<file path="src/rtl/user_input_irq_ctrl_if.sv">
// Avalon-MM slave bus bundle for user_input_irq_ctrl.
//
// Signals:
//   avs_address   - word address of the register (3 bits)
//   avs_read      - read strobe
//   avs_write     - write strobe
//   avs_writedata - write data (32 bits)
//   avs_readdata  - read data, registered, valid the cycle after avs_read
//
// Modports:
//   master - drives the request, samples readdata (host / testbench side)
//   slave  - samples the request, drives readdata (controller side)
interface user_input_irq_ctrl_if;
    logic [2:0]  avs_address;
    logic        avs_read;
    logic        avs_write;
    logic [31:0] avs_writedata;
    logic [31:0] avs_readdata;

    modport master (
        output avs_address,
        output avs_read,
        output avs_write,
        output avs_writedata,
        input  avs_readdata
    );

    modport slave (
        input  avs_address,
        input  avs_read,
        input  avs_write,
        input  avs_writedata,
        output avs_readdata
    );
endinterface

</file>
<file path="src/rtl/user_input_irq_ctrl.sv">
// Interrupt controller for board push-buttons and slide switches.
//
// Each raw input passes through a SYNC_STAGES flip-flop synchroniser and a
// counter-based debouncer. Accepted level changes are edge-qualified by RISE_EN /
// FALL_EN and latched into a write-1-to-clear capture register. The level irq is
// the registered OR of captured edges that are unmasked.
//
// Register map (word address, bits above NUM_INPUTS read 0):
//   0 DATA         RO    debounced state
//   1 IRQ_MASK     RW    1 = channel may raise irq
//   2 EDGE_CAPTURE R/W1C latched edges
//   3 RISE_EN      RW    capture 0->1 transitions
//   4 FALL_EN      RW    capture 1->0 transitions
//   5 PENDING      RO    EDGE_CAPTURE & IRQ_MASK
//   6..7                 read 0, writes ignored
//
// Ports:
//   clk         - system clock
//   reset       - asynchronous, active-high reset
//   user_inputs - raw asynchronous key/switch levels
//   avs         - Avalon-MM slave (address/read/write/writedata/readdata)
//   irq         - level interrupt, registered
module user_input_irq_ctrl #(
    parameter int unsigned           NUM_INPUTS      = 9,
    parameter int unsigned           DEBOUNCE_CYCLES = 500000,
    parameter int unsigned           SYNC_STAGES     = 2,
    parameter logic [NUM_INPUTS-1:0] RESET_LEVEL     = '0
) (
    input  logic                    clk,
    input  logic                    reset,
    input  logic [NUM_INPUTS-1:0]   user_inputs,
    user_input_irq_ctrl_if.slave    avs,
    output logic                    irq
);

    localparam int unsigned    CNT_W    = $clog2(DEBOUNCE_CYCLES + 1);
    localparam logic [CNT_W-1:0] CNT_LAST = CNT_W'(DEBOUNCE_CYCLES - 1);

    localparam logic [2:0] ADDR_DATA    = 3'd0;
    localparam logic [2:0] ADDR_MASK    = 3'd1;
    localparam logic [2:0] ADDR_CAPTURE = 3'd2;
    localparam logic [2:0] ADDR_RISE    = 3'd3;
    localparam logic [2:0] ADDR_FALL    = 3'd4;
    localparam logic [2:0] ADDR_PENDING = 3'd5;

    // ------------------------------------------------------------------
    // Synchroniser
    // ------------------------------------------------------------------
    logic [NUM_INPUTS-1:0] sync_q [SYNC_STAGES];
    logic [NUM_INPUTS-1:0] sync_in;

    always_ff @(posedge clk or posedge reset) begin
        if (reset) begin
            for (int s = 0; s < SYNC_STAGES; s++) begin
                sync_q[s] <= RESET_LEVEL;
            end
        end else begin
            sync_q[0] <= user_inputs;
            for (int s = 1; s < SYNC_STAGES; s++) begin
                sync_q[s] <= sync_q[s-1];
            end
        end
    end

    assign sync_in = sync_q[SYNC_STAGES-1];

    // ------------------------------------------------------------------
    // Debouncer
    // ------------------------------------------------------------------
    logic [CNT_W-1:0]      cnt_q [NUM_INPUTS];
    logic [CNT_W-1:0]      cnt_d [NUM_INPUTS];
    logic [NUM_INPUTS-1:0] data_q;
    logic [NUM_INPUTS-1:0] data_d;
    logic [NUM_INPUTS-1:0] settle;

    // The counter only runs while the synchronised level disagrees with the
    // debounced state; reaching CNT_LAST while still disagreeing accepts the new
    // level, so the counter never goes past CNT_LAST and cannot wrap.
    always_comb begin
        data_d = data_q;
        settle = '0;
        for (int i = 0; i < NUM_INPUTS; i++) begin
            cnt_d[i] = '0;
            if (sync_in[i] != data_q[i]) begin
                if (cnt_q[i] == CNT_LAST) begin
                    data_d[i] = sync_in[i];
                    settle[i] = 1'b1;
                end else begin
                    cnt_d[i] = cnt_q[i] + 1'b1;
                end
            end
        end
    end

    always_ff @(posedge clk or posedge reset) begin
        if (reset) begin
            data_q <= RESET_LEVEL;
            for (int i = 0; i < NUM_INPUTS; i++) begin
                cnt_q[i] <= '0;
            end
        end else begin
            data_q <= data_d;
            for (int i = 0; i < NUM_INPUTS; i++) begin
                cnt_q[i] <= cnt_d[i];
            end
        end
    end

    // ------------------------------------------------------------------
    // Control registers and edge capture
    // ------------------------------------------------------------------
    logic [NUM_INPUTS-1:0] irq_mask_q, irq_mask_d;
    logic [NUM_INPUTS-1:0] capture_q, capture_d;
    logic [NUM_INPUTS-1:0] rise_en_q, rise_en_d;
    logic [NUM_INPUTS-1:0] fall_en_q, fall_en_d;
    logic [NUM_INPUTS-1:0] capture_set;
    logic [NUM_INPUTS-1:0] wdata;
    logic                  unused_wdata;

    assign wdata        = avs.avs_writedata[NUM_INPUTS-1:0];
    assign unused_wdata = ^avs.avs_writedata;

    // On a settle cycle the synchronised level is the new level, so a 1 there
    // marks a rising edge and a 0 a falling edge.
    assign capture_set = settle & ((sync_in & rise_en_q) | (~sync_in & fall_en_q));

    always_comb begin
        irq_mask_d = irq_mask_q;
        rise_en_d  = rise_en_q;
        fall_en_d  = fall_en_q;
        capture_d  = capture_q;
        if (avs.avs_write) begin
            case (avs.avs_address)
                ADDR_MASK:    irq_mask_d = wdata;
                ADDR_CAPTURE: capture_d  = capture_q & ~wdata;
                ADDR_RISE:    rise_en_d  = wdata;
                ADDR_FALL:    fall_en_d  = wdata;
                default:      ;
            endcase
        end
        // A new edge on the same cycle as its W1C keeps the bit set.
        capture_d = capture_d | capture_set;
    end

    always_ff @(posedge clk or posedge reset) begin
        if (reset) begin
            irq_mask_q <= '0;
            capture_q  <= '0;
            rise_en_q  <= '0;
            fall_en_q  <= '0;
        end else begin
            irq_mask_q <= irq_mask_d;
            capture_q  <= capture_d;
            rise_en_q  <= rise_en_d;
            fall_en_q  <= fall_en_d;
        end
    end

    // ------------------------------------------------------------------
    // Read path and interrupt
    // ------------------------------------------------------------------
    logic [31:0] rd_mux;
    logic [31:0] readdata_q;
    logic        irq_q;

    always_comb begin
        rd_mux = '0;
        case (avs.avs_address)
            ADDR_DATA:    rd_mux = 32'(data_q);
            ADDR_MASK:    rd_mux = 32'(irq_mask_q);
            ADDR_CAPTURE: rd_mux = 32'(capture_q);
            ADDR_RISE:    rd_mux = 32'(rise_en_q);
            ADDR_FALL:    rd_mux = 32'(fall_en_q);
            ADDR_PENDING: rd_mux = 32'(capture_q & irq_mask_q);
            default:      rd_mux = '0;
        endcase
    end

    // Reads sample current register values, so a same-cycle write to the same
    // address is not yet visible.
    always_ff @(posedge clk or posedge reset) begin
        if (reset) begin
            readdata_q <= '0;
            irq_q      <= 1'b0;
        end else begin
            if (avs.avs_read) begin
                readdata_q <= rd_mux;
            end
            irq_q <= |(capture_q & irq_mask_q);
        end
    end

    assign avs.avs_readdata = readdata_q;
    assign irq              = irq_q;

endmodule
</file>
<file path="src/flat_wrapper.sv">
// flat-port wrapper written by rule: the top's interface ports become plain ports
module user_input_irq_ctrl_flat 
#(
    parameter int unsigned           NUM_INPUTS      = 9,
    parameter int unsigned           DEBOUNCE_CYCLES = 500000,
    parameter int unsigned           SYNC_STAGES     = 2,
    parameter logic [NUM_INPUTS-1:0] RESET_LEVEL     = '0
)
  (clk, reset, user_inputs, irq, avs_avs_address, avs_avs_read, avs_avs_write, avs_avs_writedata, avs_avs_readdata);
  user_input_irq_ctrl_if avs_i ();
  input  logic clk;
  input  logic reset;
  input  logic [NUM_INPUTS-1:0] user_inputs;
  output logic irq;
  input wire logic [$bits(avs_i.avs_address)-1:0] avs_avs_address;
  input wire logic [$bits(avs_i.avs_read)-1:0] avs_avs_read;
  input wire logic [$bits(avs_i.avs_write)-1:0] avs_avs_write;
  input wire logic [$bits(avs_i.avs_writedata)-1:0] avs_avs_writedata;
  output wire logic [$bits(avs_i.avs_readdata)-1:0] avs_avs_readdata;
  assign avs_i.avs_address = avs_avs_address;
  assign avs_i.avs_read = avs_avs_read;
  assign avs_i.avs_write = avs_avs_write;
  assign avs_i.avs_writedata = avs_avs_writedata;
  assign avs_avs_readdata = avs_i.avs_readdata;
  user_input_irq_ctrl #(.NUM_INPUTS(NUM_INPUTS), .DEBOUNCE_CYCLES(DEBOUNCE_CYCLES), .SYNC_STAGES(SYNC_STAGES), .RESET_LEVEL(RESET_LEVEL)) u_core (.clk(clk), .reset(reset), .user_inputs(user_inputs), .avs(avs_i), .irq(irq));
endmodule
</file>
<file path="config.mk">
export PLATFORM = sky130hd
export DESIGN_NAME = user_input_irq_ctrl_flat
export DESIGN_NICKNAME = d
export VERILOG_FILES = /design/src/rtl/user_input_irq_ctrl_if.sv /design/src/rtl/user_input_irq_ctrl.sv /design/src/flat_wrapper.sv
export SDC_FILE = /design/constraint.sdc
export NUM_CORES = 1
export LEC_CHECK = 0
export ABC_CLOCK_PERIOD_IN_PS = 15200
export CAP_MARGIN = 40
export CELL_PAD_IN_SITES_DETAIL_PLACEMENT = 2
export CELL_PAD_IN_SITES_GLOBAL_PLACEMENT = 2
export CORE_MARGIN = 2
export CORE_UTILIZATION = 42
export DETAILED_ROUTE_END_ITERATION = 12
export PLACE_DENSITY = 0.95
export SLEW_MARGIN = 30
export SYNTH_ARGS = -nofsm -noshare
export SYNTH_HDL_FRONTEND = slang
export SYNTH_SLANG_ARGS = --single-unit
</file>
<file path="constraint.sdc">
create_clock -name clk -period 15.2 [get_ports clk]
set_input_delay 3.8 -clock clk [delete_from_list [all_inputs] [get_ports clk]]
set_output_delay 3.8 -clock clk [all_outputs]
set_load 0.01 [all_outputs]
</file>
# == After elaboration in Yosys (flattened, before gate mapping) ==
# Index checks and enable logic that the tools add are counted.
# word_totals
register_bits,267
input_bits,48
out_inout_bits,33
word_cells,121
# classes
add_sub_neg,9
n_eq_ne,23
muxes,39
bitwise,10
reduce_logical,14
# ops
cell,n
$mux 19,18
$pmux 32 s6,1
$add 19x1->19 const B,9
$eq 19x19->1 const B,9
$and 9x9->9,6
$reduce_and 2->1,12
$mux 1,18
$mux 9,2
$not 9->9,2
$or 9x9->9,2
$ne 1x1->1,9
$reduce_or 9->1,1
$eq 3x2->1 const B,2
$eq 3x3->1 const B,2
$eq 3x1->1 const B,1
$logic_not 3->1,1

# == Longest topological paths before layout ==
# depth
ltp_word,5
mapped_depth,7
mapped_depth_nobuf,5

# == Least setup slack after synthesis ==
# Ideal clock, no wire load.
# synth_path
path_type,input -> register
from,input port avs_avs_address[2]
to,register u_core.fall_en_q[0]
setup_time_ns,0.125
arrival_time_ns,4.987
required_time_ns,15.075
setup_slack_ns,10.089
path_stages,5
path_buffers,2
path_cell_list,nor2b_1 -> clkbuf_1 -> and3b_1 -> clkbuf_1 -> mux2_2
# synth_via
elab_chain_cells,2
# synth_rtl
element,line_no,rtl
"start, declared",flat_wrapper.sv:15,input wire logic [$bits(avs_i.avs_address)-1:0] avs_avs_address;
$eq 3x3->1,user_input_irq_ctrl.sv:133,case (avs.avs_address)
$reduce_and 2->1 (no line),--,
"end signal, assigned",user_input_irq_ctrl.sv:155,fall_en_q <= fall_en_d;
"end, declared",user_input_irq_ctrl.sv:115,"logic [NUM_INPUTS-1:0] fall_en_q, fall_en_d;"
# Every way passes these cells.
# A chain may end at the register's enable or synchronous reset.

# == Worst setup path after layout ==
# layout_path
from,input port avs_avs_address[0]
to,register u_core.fall_en_q[0]
# The elaborated chain is that of the path after synthesis.

==> PnR_summary.wiki <==
{| class="wikitable"
! Metric !! Value
|-
| Result of the run || finished clean
|-
| Register-to-register setup slack || 12.59 ns
|-
| Most heavily used metal layer in global routing || met2
|-
| Sequential share of the synthesized area || 51.39%
|-
| Drt initial violations || 664
|-
| Share of the synthesized area in the top cell type || 51.39%
|-
| Most area-consuming cells after synthesis || dfrtp_1 51%, xnor2_1 7.2%, nor2_1 5.2%
|-
| Most instantiated flip-flop cell in the synthesis netlist || dfrtp_1
|-
| Terminus of the critical flop-to-flop path || u_core.cnt_q[63]
|-
| Clock tree from TritonCTS || yes
|-
| Area delta synth->final || 14.45%
|-
| Ordered cell list for the critical path || clkdlybuf4s50_1 -> buf_6 -> nor2b_1 -> and3b_1 -> mux2_2
|-
| Met1 global-route usage || 33.28%
|-
| Global routing usage summed across all routing layers || 28.18%
|-
| Final design instance area without fill || 13600 um^2
|-
| Placer's final routability congestion estimate || 0.7778
|-
| Worst-case reg-to-reg path depth || 5
|-
| Via density per instance || 5.971
|-
| Number of vias after detailed routing || 9602
|-
| Crit path kind || input pin to register
|-
| Largest area contributor in the synthesized netlist || dfrtp_1
|-
| Post-cts repair resize count || 0
|-
| Worst relative slew slack || 44.69%
|-
| Overall die area || 29650 um^2
|-
| Total count of max-transition violations in the final report || 0
|-
| Net count reported at finish || 1266
|-
| Gate count of the mapped netlist || 1155
|-
| Peak fanout along the critical path || 14
|-
| Io pins || 81
|-
| Clock latency on the worst-skew pair || 0.56 ns
|-
| Depth of the CTS H-tree || 1
|-
| Hold path depth || 0
|-
| Global-route wire length before repair || 64780 um
|-
| Final critical-path required period || 6.199 ns
|-
| Netlist cell types || 61
|-
| Estimated wirelength of the detail-placed design || 24710 um
|-
| Final number of hold-violating endpoints || 0
|-
| Max-cap violations || 0
|-
| Number of DRC violations after detailed routing || 0
|-
| Reg2Reg Launch Point || u_core.cnt_q[68]
|-
| Clock transition at the register clock pins on the worst setup and hold paths after CTS || 0.07 ns
|-
| Placed cell area || 12620 um^2
|-
| Buf+Inv Stages, Crit Path || 2
|-
| Final hold slack || 0.3507 ns
|-
| Standard cell core area || 27780 um^2
|-
| CTS sink cnt || 244
|-
| Hold path startpoint || u_core.sync_q[13]
|-
| Post-detailed-route wirelength per cell || 25.69 um
|-
| Floorplan die height || 172.2 um
|-
| Number of synthesized flops with an enable pin || 0
|-
| Post-route setup slack || 9.001 ns
|-
| Final Skew || 0.01291 ns
|-
| Pre-CTS setup slack || 8.659 ns
|-
| Endpoint kind of the worst setup timing path || register
|-
| Post-CTS setup repair buffer count || 0
|-
| Fmax || 161.3 MHz
|-
| Setup TNS || 0 ns
|-
| Total wire length after detailed routing || 41300 um
|-
| Fraction of final layout cells sized beyond drive strength 1 || 10.66%
|-
| Die extent in x || 172.2 um
|-
| Overflow left after global routing || 0
|-
| Clock Tree Root || clkbuf_16
|-
| Part of the cycle the worst path needs || 40.78%
|-
| Data arrival at the endpoint of the critical path || 6.64 ns
|-
| Kind of start point of the critical path || input pin
|-
| Clock buffers created by TritonCTS || 28
|-
| Count of input and output buffers || 34
|-
| Standard cell with the maximum stage delay on the critical path || clkdlybuf4s50_1
|-
| Async set-or-reset flop fraction in the synthesized netlist || 100.0%
|-
| Hold path endpoint || u_core.sync_in[4]
|-
| M2 GR Usage || 51.98%
|-
| Sequential cell area || 6106 um^2
|-
| Number of detailed-routing iterations run before antenna repair || 5
|-
| Fillers || 2830
|-
| Non-filler cells, final || 1608
|-
| Bufs on Longest Clock Path || 3
|-
| Maximum VDD drop || 92.05 uV
|-
| Number of rows created at floorplan || 61
|-
| P per Cell Area || 110.7 nW/um^2
|-
| Endpoint required time on the critical path || 15.64 ns
|-
| Combined area of the multi-input logic cells || 5473 um^2
|-
| Register bit count reported by yosys || 244
|-
| Mapped Avg Cell Area || 10.29 um^2
|-
| Number of setup violations in the final report || 0
|-
| Number of antenna violations at the first check in global routing || 2
|-
| Yosys warns || 0
|-
| Mapped cell area || 11880 um^2
|-
| Instance count after placement with tap cells included || 1551
|-
| Maximum number of pins on one net before global-route repair || 108
|-
| Global-route met3 utilization || 3.799%
|-
| Post-CTS Hold Fix Bufs || 0
|-
| Antenna viol nets, final || 0
|-
| Critical path's largest stage delay || 0.77 ns
|-
| Measured slew at the worst slew-check pin || 0.8221 ns
|-
| Setup repair after global routing missed its margin || false
|-
| Vias in the first global route || 10880
|-
| Critical path's top delay family || simple AND/OR/NAND/NOR gates
|-
| Effective utilization at floorplan || 42.77%
|-
| Worst min-delay path category || register to register
|-
| Leakage power figure || 5.428 nW
|}
-- kinds of logic after synthesis --
group                      share of synthesized area, %
muxes                                             4.423
xor gates and xnor gates                          10.10
AOI/OAI and AO/OA                                 6.624
adders and majority gates                        0.9478
DFF                                               51.39
other                                           0.03156
and+or+nand+nor                                   23.06
buffers and inverters                             3.422
-- worst max-delay path by stage --
stage	startpoint	end	slack, ns	depth (start not counted)
after floorplan	reset	u_core.avs.avs_readdata[0]	4.70	1
after global placement	avs_avs_address[0]	u_core.fall_en_q[7]	8.52	4
after detailed placement	avs_avs_address[0]	u_core.fall_en_q[2]	8.66	5
after CTS	avs_avs_address[0]	u_core.fall_en_q[2]	9.10	5
after global routing	avs_avs_address[0]	u_core.fall_en_q[0]	9.02	5
final	avs_avs_address[0]	u_core.fall_en_q[0]	9.00	5
-- synthesized netlist by cell type (5+ instances only) --
library cell	n
a21oi_1	21
a22o_1	8
a22oi_1	9
a31o_2	5
a32oi_1	8
and2_1	8
and3_1	15
and4_1	10
buf_4	23
clkbuf_1	25
dfrtp_1	244
ha_1	9
inv_1	32
mux2_2	44
nand2_1	63
nand2b_1	10
nand3_1	60
nand3b_1	14
nand4_1	51
nand4b_1	5
nor2_1	166
nor3_1	32
nor4_1	40
nor4b_1	9
o21a_1	8
o21ai_0	19
o221ai_1	8
o31ai_1	6
or3_1	11
or4_1	8
xnor2_1	97
xor2_1	40
-- state kept, by name (all words and copies together), names as in the netlist --
name,cells
u_core.cnt_q,171
u_core.avs.avs_readdata,9
u_core.sync_in,9
u_core.rise_en_q,9
u_core.sync_q,9
u_core.capture_q,9
u_core.data_q,9
u_core.fall_en_q,9
u_core.irq,1
u_core.irq_mask_q,9
-- report_power, final --
part	total (W)	leakage [nW]	internal, W	switching [W]
Sequential	0.000713	3.27	0.000678	0.0000344
Combinational	0.000115	1.71	0.0000483	0.0000667
Clock	0.000677	0.446	0.000384	0.000294
-- metal layers --
metal | vias up | wire length, um
li1 | 4177 | -
met2 | 205 | 22040
met1 | 5117 | 16520
met3 | 101 | 1150
met5 | - | 14
met4 | 2 | 1572
-- placed cells by master (no fill, tap or decap), types with 21 or more instances in the layout --
cell               n
a21oi_1           21
clkbuf_16         29
clkdlybuf4s50_1   33
conb_1            23
dfrtp_1          244
inv_1             31
mux2_2            44
nand2_1           63
nand3_1           60
nand4_1           51
nor2_1           166
nor3_1            32
nor4_1            40
xnor2_1           97
xor2_1            40
-- worst register-to-register path, delay by kind of cell (launching register included) --
| kind | cells | cell delay (ns) |
|---|---|---|
| flops | 1 | 0.46 |
| compound gates | 1 | 0.65 |
| simple gates | 3 | 1.10 |
| buf+inv | 1 | 0.29 |
-- through the flow --
step	total power [W]	util, %
global placement	0.0008098	45.35
CTS	0.001509	48.65
global route	0.001552	48.95
finish	0.001505	48.95
detailed placement	0.0008248	45.44
floorplan	0.0007777	-
-- final cells by class --
| type | count | area share (%) |
|---|---|---|
| Sequential cell | 244 | 44.90 |
| Clock buffer | 38 | 5.880 |
| Tap cell | 378 | 3.478 |
| Timing Repair Buffer | 53 | 3.865 |
| Antenna cell | 1 | 0.01840 |
| Inverter | 32 | 0.9385 |
| Clock inverter | 12 | 0.6717 |
| Multi-Input combinational cell | 850 | 40.25 |
No activity file was read; power rests on OpenSTA's default activity.
